### src/rtl/rr_arbiter16.sv
// rr_arbiter16 - round-robin arbiter sharing one resource among 16 requesters.
//
// The winner is presented as a registered one-hot grant and as its 4-bit
// binary index. A hold timer withdraws the grant from an owner that has
// held it for MAX_HOLD cycles while at least one other requester waits.
// Every release is followed by at least one idle cycle before the next grant.
//
// Parameters:
//   MAX_HOLD  maximum consecutive grant cycles when others are waiting (1..255)
// Ports:
//   clk       clock; all state updates on the rising edge
//   reset     synchronous, active-high reset
//   req       request lines; bit i high = requester i wants/keeps the resource
//   grant     one-hot grant, registered; zero when idle
//   grant_id  binary index of the bit set in grant; 0 when idle
//   busy      high whenever grant is non-zero
//   expire    one-cycle pulse on the cycle a grant is withdrawn by the timer
module rr_arbiter16 #(
  parameter int MAX_HOLD = 8
) (
  input  logic        clk,
  input  logic        reset,
  input  logic [15:0] req,
  output logic [15:0] grant,
  output logic [3:0]  grant_id,
  output logic        busy,
  output logic        expire
);

  typedef enum logic {IDLE, GRANT} state_t;

  localparam logic [7:0] HOLD_LIMIT = 8'(MAX_HOLD);

  state_t      state_reg, state_next;
  logic [3:0]  ptr_reg, ptr_next;
  logic [7:0]  hold_cnt_reg, hold_cnt_next;
  logic [15:0] grant_reg, grant_next;
  logic [3:0]  grant_id_reg, grant_id_next;
  logic        expire_reg, expire_next;

  // Candidate k is the index k+1 places after the last owner (mod 16), so
  // cand[15] wraps back to ptr itself and is examined last.
  logic [3:0] cand [16];
  logic [3:0] win;

  genvar gi;
  generate
    for (gi = 0; gi < 16; gi++) begin : g_cand
      assign cand[gi] = ptr_reg + 4'(gi + 1);
    end
  endgenerate

  // Scan from the furthest candidate down so the nearest requester wins.
  always_comb begin
    win = ptr_reg;
    for (int k = 15; k >= 0; k--) begin
      if (req[cand[k]]) win = cand[k];
    end
  end

  logic owner_req;
  logic others_pending;
  logic at_limit;
  logic forced;

  assign owner_req      = req[grant_id_reg];
  assign others_pending = |(req & ~grant_reg);
  assign at_limit       = (hold_cnt_reg == HOLD_LIMIT);
  // An owner that drops its request at the limit releases normally.
  assign forced         = owner_req && at_limit && others_pending;

  // State register
  always_ff @(posedge clk) begin
    if (reset) begin
      state_reg    <= IDLE;
      ptr_reg      <= 4'hF;
      hold_cnt_reg <= 8'd0;
      grant_reg    <= 16'h0000;
      grant_id_reg <= 4'h0;
      expire_reg   <= 1'b0;
    end else begin
      state_reg    <= state_next;
      ptr_reg      <= ptr_next;
      hold_cnt_reg <= hold_cnt_next;
      grant_reg    <= grant_next;
      grant_id_reg <= grant_id_next;
      expire_reg   <= expire_next;
    end
  end

  // Next-state logic
  always_comb begin
    state_next    = state_reg;
    ptr_next      = ptr_reg;
    hold_cnt_next = hold_cnt_reg;
    case (state_reg)
      IDLE: begin
        if (|req) begin
          state_next    = GRANT;
          hold_cnt_next = 8'd1;
        end
      end
      GRANT: begin
        if (!owner_req || forced) begin
          state_next    = IDLE;
          ptr_next      = grant_id_reg;
          hold_cnt_next = 8'd0;
        end else if (!at_limit) begin
          hold_cnt_next = hold_cnt_reg + 8'd1;
        end
      end
      default: begin
        state_next = IDLE;
      end
    endcase
  end

  // Output logic: next values of the registered outputs
  always_comb begin
    grant_next    = 16'h0000;
    grant_id_next = 4'h0;
    expire_next   = 1'b0;
    case (state_reg)
      IDLE: begin
        if (|req) begin
          grant_next    = 16'd1 << win;
          grant_id_next = win;
        end
      end
      GRANT: begin
        if (owner_req && !forced) begin
          grant_next    = grant_reg;
          grant_id_next = grant_id_reg;
        end else begin
          expire_next = forced;
        end
      end
      default: begin
        grant_next = 16'h0000;
      end
    endcase
  end

  assign grant    = grant_reg;
  assign grant_id = grant_id_reg;
  assign busy     = |grant_reg;
  assign expire   = expire_reg;

endmodule

### config.mk
export PLATFORM = sky130hd
export DESIGN_NAME = rr_arbiter16
export DESIGN_NICKNAME = d
export VERILOG_FILES = /design/src/rtl/rr_arbiter16.sv
export SDC_FILE = /design/constraint.sdc
export NUM_CORES = 1
export LEC_CHECK = 0
export CAP_MARGIN = 20
export CELL_PAD_IN_SITES_DETAIL_PLACEMENT = 0
export CELL_PAD_IN_SITES_GLOBAL_PLACEMENT = 1
export CORE_MARGIN = 10
export CORE_UTILIZATION = 45
export CTS_CLUSTER_DIAMETER = 50
export DETAILED_ROUTE_END_ITERATION = 7
export GPL_TIMING_DRIVEN = 0
export MAX_ROUTING_LAYER = met4
export PLACE_DENSITY_LB_ADDON = 0.1
export SYNTH_ARGS = -nofsm -noshare
export SYNTH_HDL_FRONTEND = slang
export SYNTH_SLANG_ARGS = --single-unit
### constraint.sdc
create_clock -name clk -period 4.4 [get_ports clk]
set_input_delay 1.32 -clock clk [delete_from_list [all_inputs] [get_ports clk]]
set_output_delay 1.32 -clock clk [all_outputs]
set_load 0.02 [all_outputs]
After elaboration in Yosys (flattened, before gate mapping)
Index checks and enable logic that the tools add are counted.
{"block": "op_classes", "add_sub_neg": 16, "multipliers": 0, "n_div": 0, "order_cmp": 16, "n_eq_ne": 4, "shift": 1, "muxes": 60, "n_bitwise": 3, "reduce_logical": 12}
{"cell": "less-than comparator 4 x 5 -> 1 bit, second input constant", "count": 16}
{"cell": "2-to-1 mux 4 bit", "count": 17}
{"cell": "binary-select mux 1 bit (select 4 bit)", "count": 16}
{"cell": "OR reduction 16 bit", "count": 3}
{"cell": "adder 4 bit, second input constant", "count": 8}
{"cell": "2-to-1 mux 16 bit", "count": 2}
{"cell": "one-hot mux 16 bit (2 select lines)", "count": 1}
{"cell": "2-to-1 mux 8 bit", "count": 3}
{"cell": "2-to-1 mux 1 bit", "count": 18}
{"cell": "adder 4 x 3 -> 4 bit, second input constant", "count": 4}
{"cell": "AND 16 bit", "count": 1}
{"cell": "inverter 16 bit", "count": 1}
{"cell": "one-hot mux 8 bit (2 select lines)", "count": 1}
{"cell": "<< shifter 1 x 4 -> 16 bit, first input constant", "count": 1}
{"cell": "adder 4 x 2 -> 4 bit, second input constant", "count": 2}
{"cell": "adder 8 x 1 -> 8 bit, second input constant", "count": 1}
{"cell": "== test 8 x 4 -> 1 bit, second input constant", "count": 1}
{"cell": "one-hot mux 4 bit (2 select lines)", "count": 1}
{"cell": "adder 4 x 1 -> 4 bit, second input constant", "count": 1}
{"cell": "!= test 2 bit, second input constant", "count": 2}
{"cell": "AND reduction 2 bit", "count": 2}
{"cell": "logical AND 1 bit", "count": 3}
{"cell": "!= test 3 x 2 -> 1 bit, second input constant", "count": 1}
{"cell": "OR reduction 3 bit", "count": 1}
{"cell": "other kinds (4)", "count": 5}
{"block": "totals", "reg_bits": 34, "latch_bits": 0, "ramBits": 0, "romBits": 0, "out_inout_bits": 22, "wordCells": 118, "mem_count": 0}

Depth between registers and ports, before layout
Gate-level depths: netlist (run 1).
{"block": "depth", "word_depth": 21, "mapped_depth": 18}

Least setup slack after synthesis (run 1)
Ideal clock, no wire load.
{"block": "synth_timing", "kind": "reg-to-reg", "from": "reg ptr_reg[1]", "to": "reg grant_reg[7] (netlist: grant[7])", "t_arrival_ns": 3.977, "setup_slack_ns": 0.335, "stages_incl_launch_ff": 16, "n_path_buf": 4, "synth_period_minus_slack_ns": 4.065, "path_cell_list": "dfxtp_1 > buf_2 > buf_2 > inv_1 > ha_1 > buf_2 > buf_4 > mux2_2 > nor3_1 > or4_4 > o21ai_0 > a22oi_1 > o311ai_1 > o221ai_2 > or4_4 > o31ai_1"}
{"block": "synth_via", "elab_chain_cells": 21, "word_cells_on_any_way": 63}
{"item": "from (decl)", "line_no": "35", "rtl": "logic [3:0] ptr_reg, ptr_next;"}
{"item": "from (signal assigned)", "line_no": "83", "rtl": "ptr_reg <= ptr_next;"}
{"item": "adder 4 bit", "line_no": "49", "rtl": "assign cand[gi] = ptr_reg + 4'(gi + 1);"}
{"item": "binary-select mux 1 bit (select 4 bit)", "line_no": "57", "rtl": "if (req[cand[k]]) win = cand[k];"}
{"item": "2-to-1 mux 1 bit (not written as such)", "line_no": "57"}
{"item": "2-to-1 mux 4 bit (14 in series)", "line_no": "57"}
{"item": "2-to-1 mux 4 bit (*)", "line_no": "57"}
{"item": "<< shifter 1 x 4 -> 16 bit (*)", "line_no": "126", "rtl": "grant_next = 16'd1 << win;"}
{"item": "2-to-1 mux 16 bit (*)", "line_no": "125", "rtl": "if (|req) begin"}
{"item": "one-hot mux 16 bit (2 select lines) (*)", "line_no": "123", "rtl": "case (state_reg)"}
{"item": "to (signal assigned)", "line_no": "85", "rtl": "grant_reg <= grant_next;"}
{"item": "to (decl)", "line_no": "37", "rtl": "logic [15:0] grant_reg, grant_next;"}
Mark *: on every way between the ends. The rest lies on a longest branch, timed or not. The select of a mux whose other input is x is not followed.
A chain may end at the register's enable or synchronous reset.

Worst setup path after layout (run 1)
{"block": "layout_timing", "from": "in req[14]", "to": "reg grant_reg[9] (netlist: grant[9])"}
{"block": "layout_via", "elab_chain_cells": 20, "word_cells_on_any_way": 58}
{"item": "from (decl)", "line_no": "23", "rtl": "input logic [15:0] req,"}
{"item": "binary-select mux 1 bit (select 4 bit)", "line_no": "57"}
{"item": "2-to-1 mux 1 bit (not written as such)", "line_no": "57"}
{"item": "2-to-1 mux 4 bit (15 in series)", "line_no": "57"}
{"item": "<< shifter 1 x 4 -> 16 bit", "line_no": "126"}
{"item": "2-to-1 mux 16 bit", "line_no": "125"}
{"item": "one-hot mux 16 bit (2 select lines)", "line_no": "123"}
Parallel ways exist; a longest one is shown, timed or not. The select of a mux whose other input is x is not followed.

==> run metrics, run 1 <==
status=finished, final reports clean; hold_buf cts=0; nets=~540; largest net degree at the start of global routing=11; routed wire length=approximately 13000 um; pre-CTS setup slack=-0.859 ns; H-tree depth=2; GRT Util Overall=20.6%; Reg clk slew, reported paths=~0.070 ns; RePlAce Congestion=0.936; max_cap viols=0; area delta synth->final=19.0%; ys flop type=dfxtp_1; Detail Route Antenna Nets=0; worst-margin pin slew=a little under 0.9 ns; final slew viol count=0; flops & latches, synth=34; final worst setup slack=0.125 ns; Mean Syn Cell Area=around 8.7 um^2; total power=around 0.0041 W; Die Wd=114 um; Top Family by Delay on Critical Path=multiplexers; full die area=13100 um^2; Ports=40; Post-DP HPWL=between 10000 and 15000 um; synth warn=0; vias per cell=around 6.5; CP most frequent cell=mux4_2; Hold Vio Cnt, Final=0; CP max-delay cell=mux4_2; fillcell total=around 840; TritonCTS Buffers=5; worst-skew pair later-pin latency=~0.29 ns; CP arrival=between 4 and 5 ns; class of the worst hold path=reg2reg; layout cell share with drive strength beyond 1=21.8%; Root Buffer=clkbuf_8; input/output buffers=33; Sink Count=34; fin crit share=97.2%; required time worst endpoint=about 4.6 ns; initial drt markers=295; Post-synth EDFFs=0; clk buf depth=2; Highest Clock Rate=about 230 MHz; global route overflow=0; Slew headroom=between 40 and 50%; leakage=1.73 nW; Netlist cell types=67; CP max stage delay=0.57 ns; Die Span Y=roughly 110 um; initial antenna violation count=0; routed len/inst=between 20 and 25 um; CP Class=in2reg; Vias=between 4000 and 5000; drt drc=0; cell count after synthesis=460; PD cells=between 800 and 900 nW/um^2; register area=about 700 um^2; critical path cell sequence=dlygate4sd2_1 > mux4_2 > mux4_2 > clkbuf_1 > a221oi_1 > nand4_1 > a211oi_2 > buf_4 > or2_2 > buf_2 > o31ai_1; CP Max Fanout=10; Startpoint Class=primary input; Max VDD drop=0.860 mV; Crit. End Element=flip-flop; vias in the first global route=3820; drt pass-1 iters=5; TritonCTS clock tree=built; core outline area=roughly 8700 um^2; final setup vio count=0; multi-input logic area=~3200 um^2; clock skew=a little under 0.006 ns; Netlist Area Pre-Place=~4000 um^2; max reg flops=16; minimum clock period after layout=roughly 4.3 ns; # rows=34; first-pass GRT wire length=between 20000 and 25000 um; Worst Path Buf+Inv=4; Seq/Total Area, Yosys=17.0%; Layout Utilization=a little over half; initial core utilization=46.1%; Post-synth ARST share=0%; Synth Net Count=about 490; diode count=0
## report_power, final
group / switching (W) / internal (W) / total, W
combinational: 0.00194 / 0.00137 / 0.00331
clock: 0.000114 / 0.000158 / 0.000272
sequential: 0.0000901 / 0.000382 / 0.000473
total: 0.00215 / 0.00191 / 0.00406
## cells by family (layout without fill, tap and decap cells)
| logic type | Yosys count | count (layout) | synth area share, % |
|---|---|---|---|
| mux | 73 | 73 | 29.6 |
| simple gates | 146 | 146 | 18.3 |
| compound gates | 122 | 122 | 21.2 |
| buf+inv | 58 | 108 | 6.59 |
| flops | 34 | 34 | 17.0 |
| fa+ha+maj | 9 | 9 | 2.81 |
| xor+xnor | 18 | 18 | 4.59 |
## cells in the mapped netlist (4+ instances only)
cell      number  area (um^2)
a211o_1        4         35.0
a211oi_1       5         37.5
a21o_1         4         30.0
a21oi_1       27          135
a221oi_1       4         35.0
a31oi_1        5         31.3
buf_2          7         35.0
clkbuf_1      18         67.6
dfxtp_1       34          681
ha_1           9          113
inv_1         25         93.8
mux2_2        17          191
mux2i_1       23          230
mux4_1         5          131
mux4_2        28          631
nand2_1       52          195
nand2b_1      13         81.3
nand3_1        4         20.0
nand4_1       10         62.6
nor2_1        25         93.8
nor3_1        12         60.1
nor4_1         8         50.1
o211ai_1       4         30.0
o21ai_0       17         85.1
o22ai_1        9         56.3
o31ai_1       17          128
xnor2_1       11         96.3
xor2_1         5         43.8
## what timing repair did
action	in CTS	in global routing
resized for setup	24	24
gates cloned	0	0
endpoints found under the setup margin	19	17
setup buffers	4	6
pin swaps	1	6
## cell usage in the layout (no fill, tap or decap), types with 8 or more instances in the layout
cell,n
a21oi_1,27
buf_4,11
clkbuf_1,16
clkbuf_8,9
clkdlybuf4s50_1,23
dfxtp_1,33
dlygate4sd2_1,10
ha_1,9
inv_1,24
mux2_2,17
mux2i_1,18
mux4_2,32
nand2_1,52
nand2b_1,13
nand4_1,10
nor2_1,24
nor3_1,11
nor4_1,8
o21ai_0,15
o22ai_1,9
o31ai_1,16
xnor2_1,9
## per-layer routing
metal | up-vias | global-route usage [%] | wire length (um)
met5 | - | - | 0
met4 | 0 | 8.02 | 406
met3 | 35 | 2.67 | 944
met2 | 202 | 31.1 | 6210
met1 | 1940 | 27.5 | 5910
li1 | 1865 | - | -
## worst min-delay path, stage by stage (launching register included)
cell	delay (ns)
dfxtp_1	0.34
nand2_1	0.06
o31ai_1	0.05
## area by class of cell
type	instances	share of cell area (%)
Sequential cell	34	14.4
Buffer	29	3.73
Inverter	28	2.42
Tap cell	108	2.84
Timing Repair Buffer	43	8.24
Multi-Input combinational cell	368	66.1
Clock buffer	8	2.31
## final timing paths
path	start	end	slack [ns]	cells after the start
setup / recovery	req[14]	grant[9]$_SDFFE_PP0P_	0.12	11
hold / removal	grant[0]$_SDFFE_PP0P_	grant[0]$_SDFFE_PP0P_	0.51	2
setup reg to reg	ptr_reg[0]$_SDFFE_PP1P_	grant[1]$_SDFFE_PP0P_	0.19	16
hold reg to reg	grant[0]$_SDFFE_PP0P_	grant[0]$_SDFFE_PP0P_	0.51	2
## per-stage QoR
| step | setup TNS [ns] | area [um^2] | std cells | hold WS, ns |
|---|---|---|---|---|
| after floorplan | 0 | 4000 | 460 | 0.470 |
| after global placement | -12.23 | 4470 | 601 | 0.494 |
| after detailed placement | -14.27 | 4470 | 601 | 0.495 |
| after CTS | 0 | 4620 | 613 | 0.507 |
| after global routing | -0.00544 | 4770 | 618 | 0.533 |
| final | 0 | 4770 | 618 | 0.507 |
(Power assumes the default switching activity.)
==> run 2: changes to the inputs <==
--- a/config.mk
+++ b/config.mk
@@ -8,7 +8,7 @@
 export CAP_MARGIN = 20
 export CELL_PAD_IN_SITES_DETAIL_PLACEMENT = 0
 export CELL_PAD_IN_SITES_GLOBAL_PLACEMENT = 1
-export CORE_MARGIN = 10
+export CORE_MARGIN = 8
 export CORE_UTILIZATION = 45
 export CTS_CLUSTER_DIAMETER = 50
 export DETAILED_ROUTE_END_ITERATION = 7
==> run 2 against run 1 <==
Sequential cell count did not move. Die area is 6.9% lower. Final cell count shrank 0.16%. Sequential power barely moved. Clock skew decreased by 0.0024 ns. Critical path type is now reg2reg.
==> run metrics, run 2 (synthesized netlist as in run 1, its figures left out) <==
Ports=40; diode count=0; CP arrival=roughly 4.5 ns; largest net degree at the start of global routing=11; routed wire length=~13000 um; core outline area=8680 um^2; leakage=1.73 nW; final setup vio count=0; vias in the first global route=~4000; Die Wd=110 um; final slew viol count=0; Startpoint Class=flip-flop; H-tree depth=2; CP Max Fanout=10; Root Buffer=clkbuf_8; total power=roughly 0.004 W; hold_buf cts=0; Max VDD drop=between 0.6 and 0.7 mV; CP max stage delay=between 0.6 and 0.7 ns; # placed instances=601; Layout Utilization=between 50% and 60%; initial antenna violation count=0; Crit. End Element=flip-flop; design area=approximately 4700 um^2; fin crit share=97.0%; initial core utilization=46.1%; TritonCTS clock tree=built; worst-margin pin slew=around 0.87 ns; class of the worst hold path=reg2reg; Reg clk slew, reported paths=~0.070 ns; CP max-delay cell=or4_4; Highest Clock Rate=approximately 230 MHz; commonest non-fill, non-tap cell in the layout=nand2_1; Slew headroom=around 42%; layout cell share with drive strength beyond 1=between 20% and 30%; PD cells=848 nW/um^2; max reg flops=16; Final Non-Filler Cells=~600; area delta synth->final=18.0%; vias per cell=6.59; clk buf depth=2; Post-DP HPWL=between 10000 and 15000 um; TritonCTS Buffers=5; GRT Util Overall=between 20% and 30%; RSZ-0062 raised after global routing=true; Die Span Y=110 um; first-pass GRT wire length=roughly 21000 um; TNS Setup=0 ns; input/output buffers=33; # rows=34; Sink Count=34; worst-skew pair later-pin latency=roughly 0.28 ns; drt drc=0; Detail Route Antenna Nets=0; initial drt markers=320; global route overflow=0; most frequent cells in the layout=nand2_1, dfxtp_1, mux4_2; drt pass-1 iters=5; RePlAce Congestion=about 0.95; max_cap viols=0; Hold Vio Cnt, Final=0; fillcell total=between 800 and 900; critical path cell sequence=buf_6 > buf_8 > inv_4 > buf_4 > ha_1 > buf_2 > buf_6 > mux2_2 > nor3_1 > or4_4 > o21ai_0 > a22oi_1 > o311ai_1 > o221ai_2 > or4_4 > o31ai_1; Placed Area=~4500 um^2; routed len/inst=roughly 22 um; nets=537; status=finished, final reports clean; required time worst endpoint=between 4 and 5 ns; clock skew=0.00345 ns; full die area=around 12000 um^2; CP Class=reg2reg; minimum clock period after layout=4.27 ns; Vias=4065
==> run 2: cell type report <==
class	count	area (um^2)	share of cell area (%)
buffer	29	183	3.87
clock buffer	6	82.6	1.75
inverter	28	115	2.44
multi-input combinational	368	3110	65.9
sequential	34	684	14.5
tap	108	135	2.86
timing repair buffer	44	413	8.74
==> run 2: worst paths after layout <==
kind                      startpoint  cells after the start  slack [ns]               endpoint
min reg2reg    grant[5]$_SDFFE_PP0P_                      2        0.52  grant[5]$_SDFFE_PP0P_
min            grant[5]$_SDFFE_PP0P_                      2        0.52  grant[5]$_SDFFE_PP0P_
max reg2reg  ptr_reg[0]$_SDFFE_PP1P_                     16        0.13  grant[7]$_SDFFE_PP0P_
max          ptr_reg[0]$_SDFFE_PP1P_                     16        0.13  grant[7]$_SDFFE_PP0P_
==> run 2: repair_timing <==
action / in CTS / in global routing
pin swaps: 2 / 1
resized for setup: 27 / 15
setup buffers: 11 / 0
endpoints found under the setup margin: 20 / 18
==> run 2: per-layer routing <==
layer	global-route usage [%]	share of wire [%]
met1	30.2	44
met4	11.6	4.3
met5	-	0
met3	2.27	6.3
met2	34.3	45
==> run 2: metrics by stage <==
stage	hold slack (ns)	setup WS, ns
after floorplan	0.470	0.335
after global placement	0.498	-0.671
after detailed placement	0.503	-0.734
after CTS	0.518	0.0189
after global routing	0.531	-0.00451
final	0.516	0.133
==> run 2: worst max-delay path, delay by kind of cell, from the launching register on <==
family	cells	cell delay [ns]
AO/OA/AOI/OAI	5	1.09
adder cells (fa/ha/maj)	1	0.29
buffers and inverters	6	0.91
flip-flops	1	0.35
multiplexers	1	0.26
AND/OR/NAND/NOR	3	1.28
==> run 2: where the power goes <==
group	total [W]	switching [W]	internal [W]
sequential	0.000476	0.0000930	0.000383
clock	0.000229	0.000108	0.000121
combinational	0.00330	0.00192	0.00138
total	0.00401	0.00212	0.00188
